File: src/rtl/fp_pkg.sv
// Shared definitions for the sequential binary32 subtractor.
// Holds binary32 field geometry, the 49-bit working-fraction layout,
// the alignment cap, exponent limits and the FSM state enumeration.
package fp_pkg;

  // binary32 field geometry
  localparam int unsigned FP_W     = 32;
  localparam int unsigned EXP_W    = 8;
  localparam int unsigned FRAC_W   = 23;
  localparam int unsigned SIGN_POS = 31;
  localparam int unsigned EXP_LSB  = 23;

  // Working fraction: carry at [48], hidden bit at [47], result LSB at [24]
  localparam int unsigned DP_W      = 49;
  localparam int unsigned CARRY_POS = 48;
  localparam int unsigned HID_POS   = 47;
  localparam int unsigned LSB_POS   = 24;
  localparam int unsigned GUARD_POS = 23;

  // Beyond this exponent difference the smaller operand cannot matter
  localparam int unsigned ALIGN_CAP = 25;

  // Internal exponent is signed and wide enough for +2 carries and NORM underflow
  localparam int unsigned EXPI_W  = 10;
  localparam int          EXP_INF = 255;

  localparam logic [EXP_W-1:0] EXP_ZERO = 8'h00;
  localparam logic [EXP_W-1:0] EXP_MAX  = 8'hFF;

  typedef enum logic [2:0] {
    IDLE,
    ALIGN,
    ADD,
    NORM,
    ROUND
  } state_t;

  // Expand a binary32 exponent/fraction into the working layout; exponent 0 reads as zero
  function automatic logic [DP_W-1:0] dp_frac(input logic [EXP_W-1:0]  e,
                                              input logic [FRAC_W-1:0] f);
    dp_frac = (e == EXP_ZERO) ? '0 : {2'b01, f, {LSB_POS{1'b0}}};
  endfunction

endpackage

File: src/rtl/fp_round_pack.sv
// Round-to-nearest-even, overflow/underflow handling and binary32 packing.
// Ports:
//   sign    - result sign
//   exp_in  - signed biased exponent of the normalised fraction
//   frac    - normalised 49-bit working fraction (hidden bit at [47])
//   word_c  - packed binary32 result (combinational)
module fp_round_pack
  import fp_pkg::*;
(
  input  logic                     sign,
  input  logic signed [EXPI_W-1:0] exp_in,
  input  logic [DP_W-1:0]          frac,
  output logic [FP_W-1:0]          word_c
);

  localparam int unsigned KEEP_W = DP_W - LSB_POS;

  logic [KEEP_W-1:0]        kept;
  logic [KEEP_W-1:0]        rounded;
  logic                     guard;
  logic                     sticky;
  logic                     inc;
  logic [FRAC_W-1:0]        mant;
  logic signed [EXPI_W-1:0] exp_f;

  // Round on [48:24], renormalise a rounding carry, then saturate or flush
  always_comb begin
    kept    = frac[DP_W-1:LSB_POS];
    guard   = frac[GUARD_POS];
    sticky  = |frac[GUARD_POS-1:0];
    inc     = guard & (sticky | frac[LSB_POS]);
    rounded = kept + KEEP_W'(inc);
    mant    = rounded[FRAC_W-1:0];
    exp_f   = exp_in;
    if (rounded[KEEP_W-1]) begin
      mant  = rounded[FRAC_W:1];
      exp_f = exp_in + EXPI_W'(1);
    end
    if (exp_f <= EXPI_W'(0)) begin
      word_c = '0;
    end else if (exp_f >= EXPI_W'(EXP_INF)) begin
      word_c = {sign, EXP_MAX, FRAC_W'(0)};
    end else begin
      word_c = {sign, exp_f[EXP_W-1:0], mant};
    end
  end

endmodule

File: src/rtl/fsub_seq.sv
// Multi-cycle IEEE-754 binary32 subtractor computing a - b.
// Ports:
//   clk, rst - clock and asynchronous active-high reset
//   start    - request, sampled only while idle
//   a, b     - minuend and subtrahend (binary32)
//   busy     - high whenever the FSM is not idle
//   done     - one-cycle pulse when out carries a new result
//   out      - result, held until the next result is produced
module fsub_seq
  import fp_pkg::*;
(
  input  logic            clk,
  input  logic            rst,
  input  logic            start,
  input  logic [FP_W-1:0] a,
  input  logic [FP_W-1:0] b,
  output logic            busy,
  output logic            done,
  output logic [FP_W-1:0] out
);

  state_t                   state_q, state_d;
  logic                     sign_a_q, sign_a_d;
  logic                     sign_b_q, sign_b_d;
  logic                     sign_r_q, sign_r_d;
  logic [DP_W-1:0]          big_q, big_d;
  logic [DP_W-1:0]          small_q, small_d;
  logic signed [EXPI_W-1:0] exp_q, exp_d;
  logic [EXP_W-1:0]         cnt_q, cnt_d;
  logic                     busy_d;
  logic                     done_d;
  logic [FP_W-1:0]          out_d;

  logic [EXP_W-1:0] exp_a_c, exp_b_c;
  logic             b_larger_c;
  logic [DP_W-1:0]  frac_a_c, frac_b_c;
  logic [DP_W-1:0]  sum_c;
  logic [FP_W-1:0]  packed_c;

  // Operand decode; larger operand chosen on raw magnitude bits
  assign exp_a_c    = a[EXP_LSB +: EXP_W];
  assign exp_b_c    = b[EXP_LSB +: EXP_W];
  assign b_larger_c = a[SIGN_POS-1:0] < b[SIGN_POS-1:0];
  assign frac_a_c   = dp_frac(exp_a_c, a[FRAC_W-1:0]);
  assign frac_b_c   = dp_frac(exp_b_c, b[FRAC_W-1:0]);

  // Larger magnitude is always in big_q, so the difference never goes negative
  assign sum_c = (sign_a_q == sign_b_q) ? big_q + small_q : big_q - small_q;

  fp_round_pack u_round_pack (
    .sign   (sign_r_q),
    .exp_in (exp_q),
    .frac   (big_q),
    .word_c (packed_c)
  );

  // Next-state and datapath update
  always_comb begin
    state_d  = state_q;
    sign_a_d = sign_a_q;
    sign_b_d = sign_b_q;
    sign_r_d = sign_r_q;
    big_d    = big_q;
    small_d  = small_q;
    exp_d    = exp_q;
    cnt_d    = cnt_q;
    out_d    = out;
    done_d   = 1'b0;

    unique case (state_q)
      IDLE: begin
        if (start) begin
          sign_a_d = a[SIGN_POS];
          sign_b_d = ~b[SIGN_POS];
          if (b_larger_c) begin
            sign_r_d = ~b[SIGN_POS];
            big_d    = frac_b_c;
            small_d  = frac_a_c;
            exp_d    = $signed(EXPI_W'(exp_b_c));
            cnt_d    = exp_b_c - exp_a_c;
          end else begin
            sign_r_d = a[SIGN_POS];
            big_d    = frac_a_c;
            small_d  = frac_b_c;
            exp_d    = $signed(EXPI_W'(exp_a_c));
            cnt_d    = exp_a_c - exp_b_c;
          end
          state_d = ALIGN;
        end
      end

      // One bit per cycle, or clear outright when the gap is too large
      ALIGN: begin
        if (cnt_q > EXP_W'(ALIGN_CAP)) begin
          small_d = '0;
          state_d = ADD;
        end else if (cnt_q == '0) begin
          state_d = ADD;
        end else begin
          small_d = small_q >> 1;
          cnt_d   = cnt_q - EXP_W'(1);
        end
      end

      ADD: begin
        if (sum_c == '0) begin
          out_d   = '0;
          done_d  = 1'b1;
          state_d = IDLE;
        end else begin
          big_d   = sum_c;
          state_d = NORM;
        end
      end

      NORM: begin
        if (big_q[CARRY_POS]) begin
          big_d   = big_q >> 1;
          exp_d   = exp_q + EXPI_W'(1);
          state_d = ROUND;
        end else if (big_q[HID_POS]) begin
          state_d = ROUND;
        end else begin
          big_d = big_q << 1;
          exp_d = exp_q - EXPI_W'(1);
        end
      end

      ROUND: begin
        out_d   = packed_c;
        done_d  = 1'b1;
        state_d = IDLE;
      end

      default: state_d = IDLE;
    endcase

    busy_d = (state_d != IDLE);
  end

  // State and output registers
  always_ff @(posedge clk or posedge rst) begin
    if (rst) begin
      state_q  <= IDLE;
      sign_a_q <= 1'b0;
      sign_b_q <= 1'b0;
      sign_r_q <= 1'b0;
      big_q    <= '0;
      small_q  <= '0;
      exp_q    <= '0;
      cnt_q    <= '0;
      busy     <= 1'b0;
      done     <= 1'b0;
      out      <= '0;
    end else begin
      state_q  <= state_d;
      sign_a_q <= sign_a_d;
      sign_b_q <= sign_b_d;
      sign_r_q <= sign_r_d;
      big_q    <= big_d;
      small_q  <= small_d;
      exp_q    <= exp_d;
      cnt_q    <= cnt_d;
      busy     <= busy_d;
      done     <= done_d;
      out      <= out_d;
    end
  end

endmodule

File: config.mk
export PLATFORM = sky130hd
export DESIGN_NAME = fsub_seq
export DESIGN_NICKNAME = d
export VERILOG_FILES = /design/src/rtl/fp_pkg.sv /design/src/rtl/fp_round_pack.sv /design/src/rtl/fsub_seq.sv
export SDC_FILE = /design/constraint.sdc
export NUM_CORES = 1
export LEC_CHECK = 0
export BUFFER_PORTS_ARGS = -buffer_cell sky130_fd_sc_hd__buf_2
export CAP_MARGIN = 20
export CORE_ASPECT_RATIO = 1.75
export CORE_UTILIZATION = 35
export CTS_CLUSTER_SIZE = 16
export DETAILED_ROUTE_END_ITERATION = 12
export HOLD_SLACK_MARGIN = 0.15
export RECOVER_POWER = 25
export REMOVE_ABC_BUFFERS = 1
export SLEW_MARGIN = 20
export SYNTH_ARGS = -nofsm -noshare
export SYNTH_HDL_FRONTEND = slang
export SYNTH_SLANG_ARGS = --single-unit
File: constraint.sdc
create_clock -name clk -period 6.4 [get_ports clk]
set_input_delay 1.28 -clock clk [delete_from_list [all_inputs] [get_ports clk]]
set_output_delay 1.28 -clock clk [all_outputs]
set_load 0.02 [all_outputs]
==> metrics.txt <==
# TYPE chip_impl_metric gauge
chip_impl_info{name="status",value="complete, but fails checks"} 1
chip_impl_info{name="violations",value="max-capacitance violations, max-slew violations"} 1
chip_impl_metric{name="die_area",unit="mm^2"} 0.0445
chip_impl_info{name="critPathKind",value="flop to flop"} 1
chip_impl_metric{name="drcViolationCount",unit=""} 0
chip_impl_metric{name="place.detailed.hpwl",unit="um"} 50700
chip_impl_metric{name="first_global_vias",unit=""} 15900
chip_impl_metric{name="required",unit="ns"} 6.70
chip_impl_metric{name="finalWorstSetupSlack",unit="ns"} 0.292
chip_impl_metric{name="reg_area",unit="mm^2"} 0.00388
chip_impl_metric{name="setup_tns",unit="ns"} 0
chip_impl_metric{name="setup-violations-final",unit=""} 0
chip_impl_metric{name="multi_input_area",unit="mm^2"} 0.0107
chip_impl_metric{name="combined_global_route_utilization_of_all_metal_layers",unit="%"} 29.1
chip_impl_info{name="cts_root_buffer_type",value="clkbuf_16"} 1
chip_impl_info{name="worst_setup_path_end_kind",value="flop"} 1
chip_impl_metric{name="io_pins",unit=""} 101
chip_impl_metric{name="port-buffer-count",unit=""} 100
chip_impl_metric{name="max_cap_violations",unit=""} 3
chip_impl_metric{name="worst_r2r_path_depth",unit=""} 24
chip_impl_metric{name="synth_enable_flop_cells",unit=""} 0
chip_impl_metric{name="share_of_cells_above_drive_strength_1",unit="%"} 14.0
chip_impl_metric{name="stdcell_count",unit=""} 2640
chip_impl_metric{name="report.power.total",unit="mW"} 11.6
chip_impl_metric{name="post_route_design_area",unit="mm^2"} 0.0173
chip_impl_metric{name="netlist.area_leader.share",unit="%"} 25.4
chip_impl_metric{name="antenna_found_initial",unit=""} 1
chip_impl_metric{name="syn-instance-count",unit=""} 2001
chip_impl_metric{name="yosys_warnings",unit=""} 0
chip_impl_metric{name="mappedNetlistArea",unit="mm^2"} 0.0153
chip_impl_metric{name="avgRoutedWirePerCell",unit="um"} 24.4
chip_impl_metric{name="postSynthRegisterBits",unit=""} 155
chip_impl_metric{name="grt_start_max_net_pins",unit=""} 96
chip_impl_info{name="synth.area.top_cells",value="dfrtp_1 (25%), ha_1 (7.7%), nand2_1 (6.7%)"} 1
chip_impl_metric{name="achievable_freq",unit="MHz"} 164
chip_impl_info{name="post_synth_top_flop",value="dfrtp_1"} 1
chip_impl_metric{name="floorplan.initialDensity",unit="%"} 35.7
chip_impl_info{name="synth_area_leader_cell",value="dfrtp_1"} 1
chip_impl_info{name="cts_tree",value="yes"} 1
chip_impl_info{name="start_kind",value="flop"} 1
chip_impl_metric{name="firstDrtPassIters",unit=""} 8
chip_impl_metric{name="detailroute.via_count",unit=""} 16200
chip_impl_metric{name="synth_sequential_area_ratio",unit="%"} 25.4
chip_impl_metric{name="num_rows",unit=""} 100
chip_impl_metric{name="post_synthesis_average_cell_area",unit="um^2"} 7.63
chip_impl_metric{name="power.density_cell_area",unit="mW/mm^2"} 667
chip_impl_metric{name="leakagePower",unit="nW"} 7.49
chip_impl_metric{name="grt_overflow_total",unit=""} 0
chip_impl_metric{name="fin_crit_sh",unit="%"} 95.4
chip_impl_metric{name="drt_iter0_markers",unit=""} 1492
chip_impl_metric{name="worst_slew_margin_rel",unit="%"} -136
chip_impl_info{name="post_synth_most_frequent_cells",value="nand2_1 (272), o21ai_0 (199), dfrtp_1 (155)"} 1
chip_impl_metric{name="core_area",unit="mm^2"} 0.0428
chip_impl_metric{name="layout.nets",unit=""} 2229
chip_impl_metric{name="count_of_cell_types_in_the_netlist",unit=""} 94
chip_impl_metric{name="worst-path-max-fanout",unit=""} 32
chip_impl_metric{name="globalplace.congestion",unit=""} 1.02
chip_impl_metric{name="chipHeight",unit="um"} 278
chip_impl_metric{name="tritoncts_sink_count",unit=""} 155
chip_impl_metric{name="clock_insertion_delay_worst_skew",unit="ns"} 0.46
chip_impl_metric{name="totalWireLength",unit="um"} 64500
chip_impl_metric{name="timing.clock.skew",unit="ns"} 0.0146
chip_impl_metric{name="drtAntennaViolNets",unit=""} 0
chip_impl_metric{name="placedCellCount",unit=""} 2607
chip_impl_metric{name="clkTransAtPathRegs",unit="ns"} 0.07
chip_impl_metric{name="preCtsSetupSlack",unit="ns"} 0.113
chip_impl_metric{name="first_pass_grt_wire_length",unit="um"} 96700
chip_impl_metric{name="floorplan.die.width",unit="um"} 160
chip_impl_metric{name="finalWorstPathRequiredPeriod",unit="ns"} 6.11
chip_impl_metric{name="power.ir.vdd_worst",unit="uV"} 273
chip_impl_metric{name="ratio_of_routed_vias_to_standard_cells",unit=""} 6.13
chip_impl_info{name="hold_path.class",value="flop to flop"} 1
chip_impl_metric{name="min_path_cells",unit=""} 1
chip_impl_info{name="synthMostInstantiatedCell",value="nand2_1"} 1
chip_impl_metric{name="cts_inserted_buffers",unit=""} 17
chip_impl_metric{name="clockBufferDepth",unit=""} 2
chip_impl_metric{name="num-fill-cells",unit=""} 4511
chip_impl_metric{name="ffs_w_async_s_r_synth",unit="%"} 100
chip_impl_metric{name="drv_slew",unit=""} 160
chip_impl_metric{name="cts_htree_levels",unit=""} 4
chip_impl_metric{name="cp.arrival",unit="ns"} 6.41
chip_impl_metric{name="post_cts_hold_buffer_count",unit=""} 0
chip_impl_metric{name="layout-area-overhead-vs-synth",unit="%"} 13.5
chip_impl_metric{name="tightestPinTransition",unit="ns"} 3.54
chip_impl_metric{name="final-hold-violation-count",unit=""} 0
chip_impl_metric{name="detailed_place.area",unit="mm^2"} 0.0167
sequential cells by signal, indices dropped and copies added, names as in the netlist:
register and cells:
big_q 49, small_q 48, out 32, exp_q 10
cnt_q 8, state_q 3, busy 1, done 1
sign_a_q 1, sign_b_q 1, sign_r_q 1
per-layer routing:
metal	global-route usage, %	wire length, um
met2	53.4	33200
met1	27.8	21400
met4	26.9	6880
met3	4.01	2970
met5	0	0
cell families after synthesis:
family / share of synthesized area [%]
AOI/OAI and AO/OA: 30.3
xor gates and xnor gates: 6.20
adders and majority gates: 8.10
buffers and inverters: 5.72
DFF: 25.4
muxes: 2.71
and+or+nand+nor: 21.5
report_power, final:
part           total, mW  switching [mW]  internal [mW]
registers           2.06           0.726           1.33
logic               8.43            5.17           3.25
clock network       1.06           0.474          0.588
total               11.6            6.37           5.18
cells in the final DEF (no fill, tap or decap), types with 13 or more instances in the layout:
| master | netlist | final |
|---|---|---|
| xnor2_1 | 72 | 69 |
| o31ai_1 | 16 | 16 |
| nor4_1 | 19 | 17 |
| xor2_1 | 36 | 34 |
| buf_2 | 16 | 99 |
| clkbuf_16 | 0 | 17 |
| o221ai_1 | 16 | 16 |
| dfrtp_1 | 155 | 155 |
| a211oi_1 | 15 | 14 |
| nand3_1 | 80 | 80 |
| mux2_4 | 14 | 14 |
| nor3_1 | 38 | 37 |
| nor2_1 | 123 | 118 |
| a21o_1 | 34 | 33 |
| o22ai_1 | 14 | 14 |
| or3_1 | 24 | 24 |
| nand4_1 | 35 | 35 |
| inv_1 | 85 | 84 |
| o2bb2ai_1 | 19 | 19 |
| a21oi_1 | 128 | 124 |
| nand2_1 | 272 | 271 |
| ha_1 | 94 | 93 |
| o21ai_0 | 199 | 198 |
| a222oi_1 | 27 | 27 |
| and3_1 | 17 | 17 |
| o211ai_1 | 32 | 32 |
| buf_4 | 0 | 76 |
| and2_1 | 13 | 13 |
| o21a_1 | 19 | 19 |
| a31oi_1 | 17 | 17 |
| a22oi_1 | 44 | 44 |
worst max-delay path, stage by stage (launching register included):
cell and delay, ns:
dfrtp_1 0.47, nor4_4 0.33, nand2b_1 0.11, or3_1 0.40, inv_1 0.10, and3_1 0.18, nand2_1 0.17, nor2_2 0.23
nor2_1 0.07, xor2_1 0.27, ha_1 0.36, a21oi_2 0.28, buf_4 0.17, o21a_1 0.24, o2111ai_1 0.14, a311oi_1 0.38
buf_4 0.19, nor2_1 0.12, o311a_1 0.43, or3_1 0.45, nor3_4 0.18, buf_4 0.19, a21boi_2 0.09, buf_12 0.23
o2bb2ai_1 0.15
area by class of cell:
class                   count  area share [%]
clock inverters            12           0.809
well taps                 561            4.05
clock buffers              19            2.56
inverters                  85            1.85
flip-flops and latches    155            22.4
multi-input cells        1623            61.6
diodes                      2          0.0289
repair buffers            183            6.71
metrics by stage:
| step | util, % | hold WS [ns] |
|---|---|---|
| CTS | 40.3 | 0.477 |
| floorplan | - | 0.474 |
| global route | 40.5 | 0.493 |
| finish | 40.5 | 0.474 |
| global placement | 38.9 | 0.457 |
| detailed placement | 38.9 | 0.460 |
what timing repair did:
action,4_1_cts,5_1_grt
gates resized for setup,0,21
setup buffers,0,0
endpoints found under the setup margin,0,84
worst paths after layout:
kind / startpoint / end / slack (ns)
setup reg to reg: small_q[6]$_DFFE_PP0P_ / out[2]$_DFFE_PP0P_ / 0.29
setup / recovery: small_q[6]$_DFFE_PP0P_ / out[2]$_DFFE_PP0P_ / 0.29
max in group asynchronous: rst / small_q[27]$_DFFE_PP0P_ / 1.05
hold reg to reg: out[12]$_DFFE_PP0P_ / out[12]$_DFFE_PP0P_ / 0.47
hold / removal: out[12]$_DFFE_PP0P_ / out[12]$_DFFE_PP0P_ / 0.47
min in group asynchronous: rst / done$_DFF_PP0_ / 1.27
No activity file was read; power rests on OpenSTA's default activity.
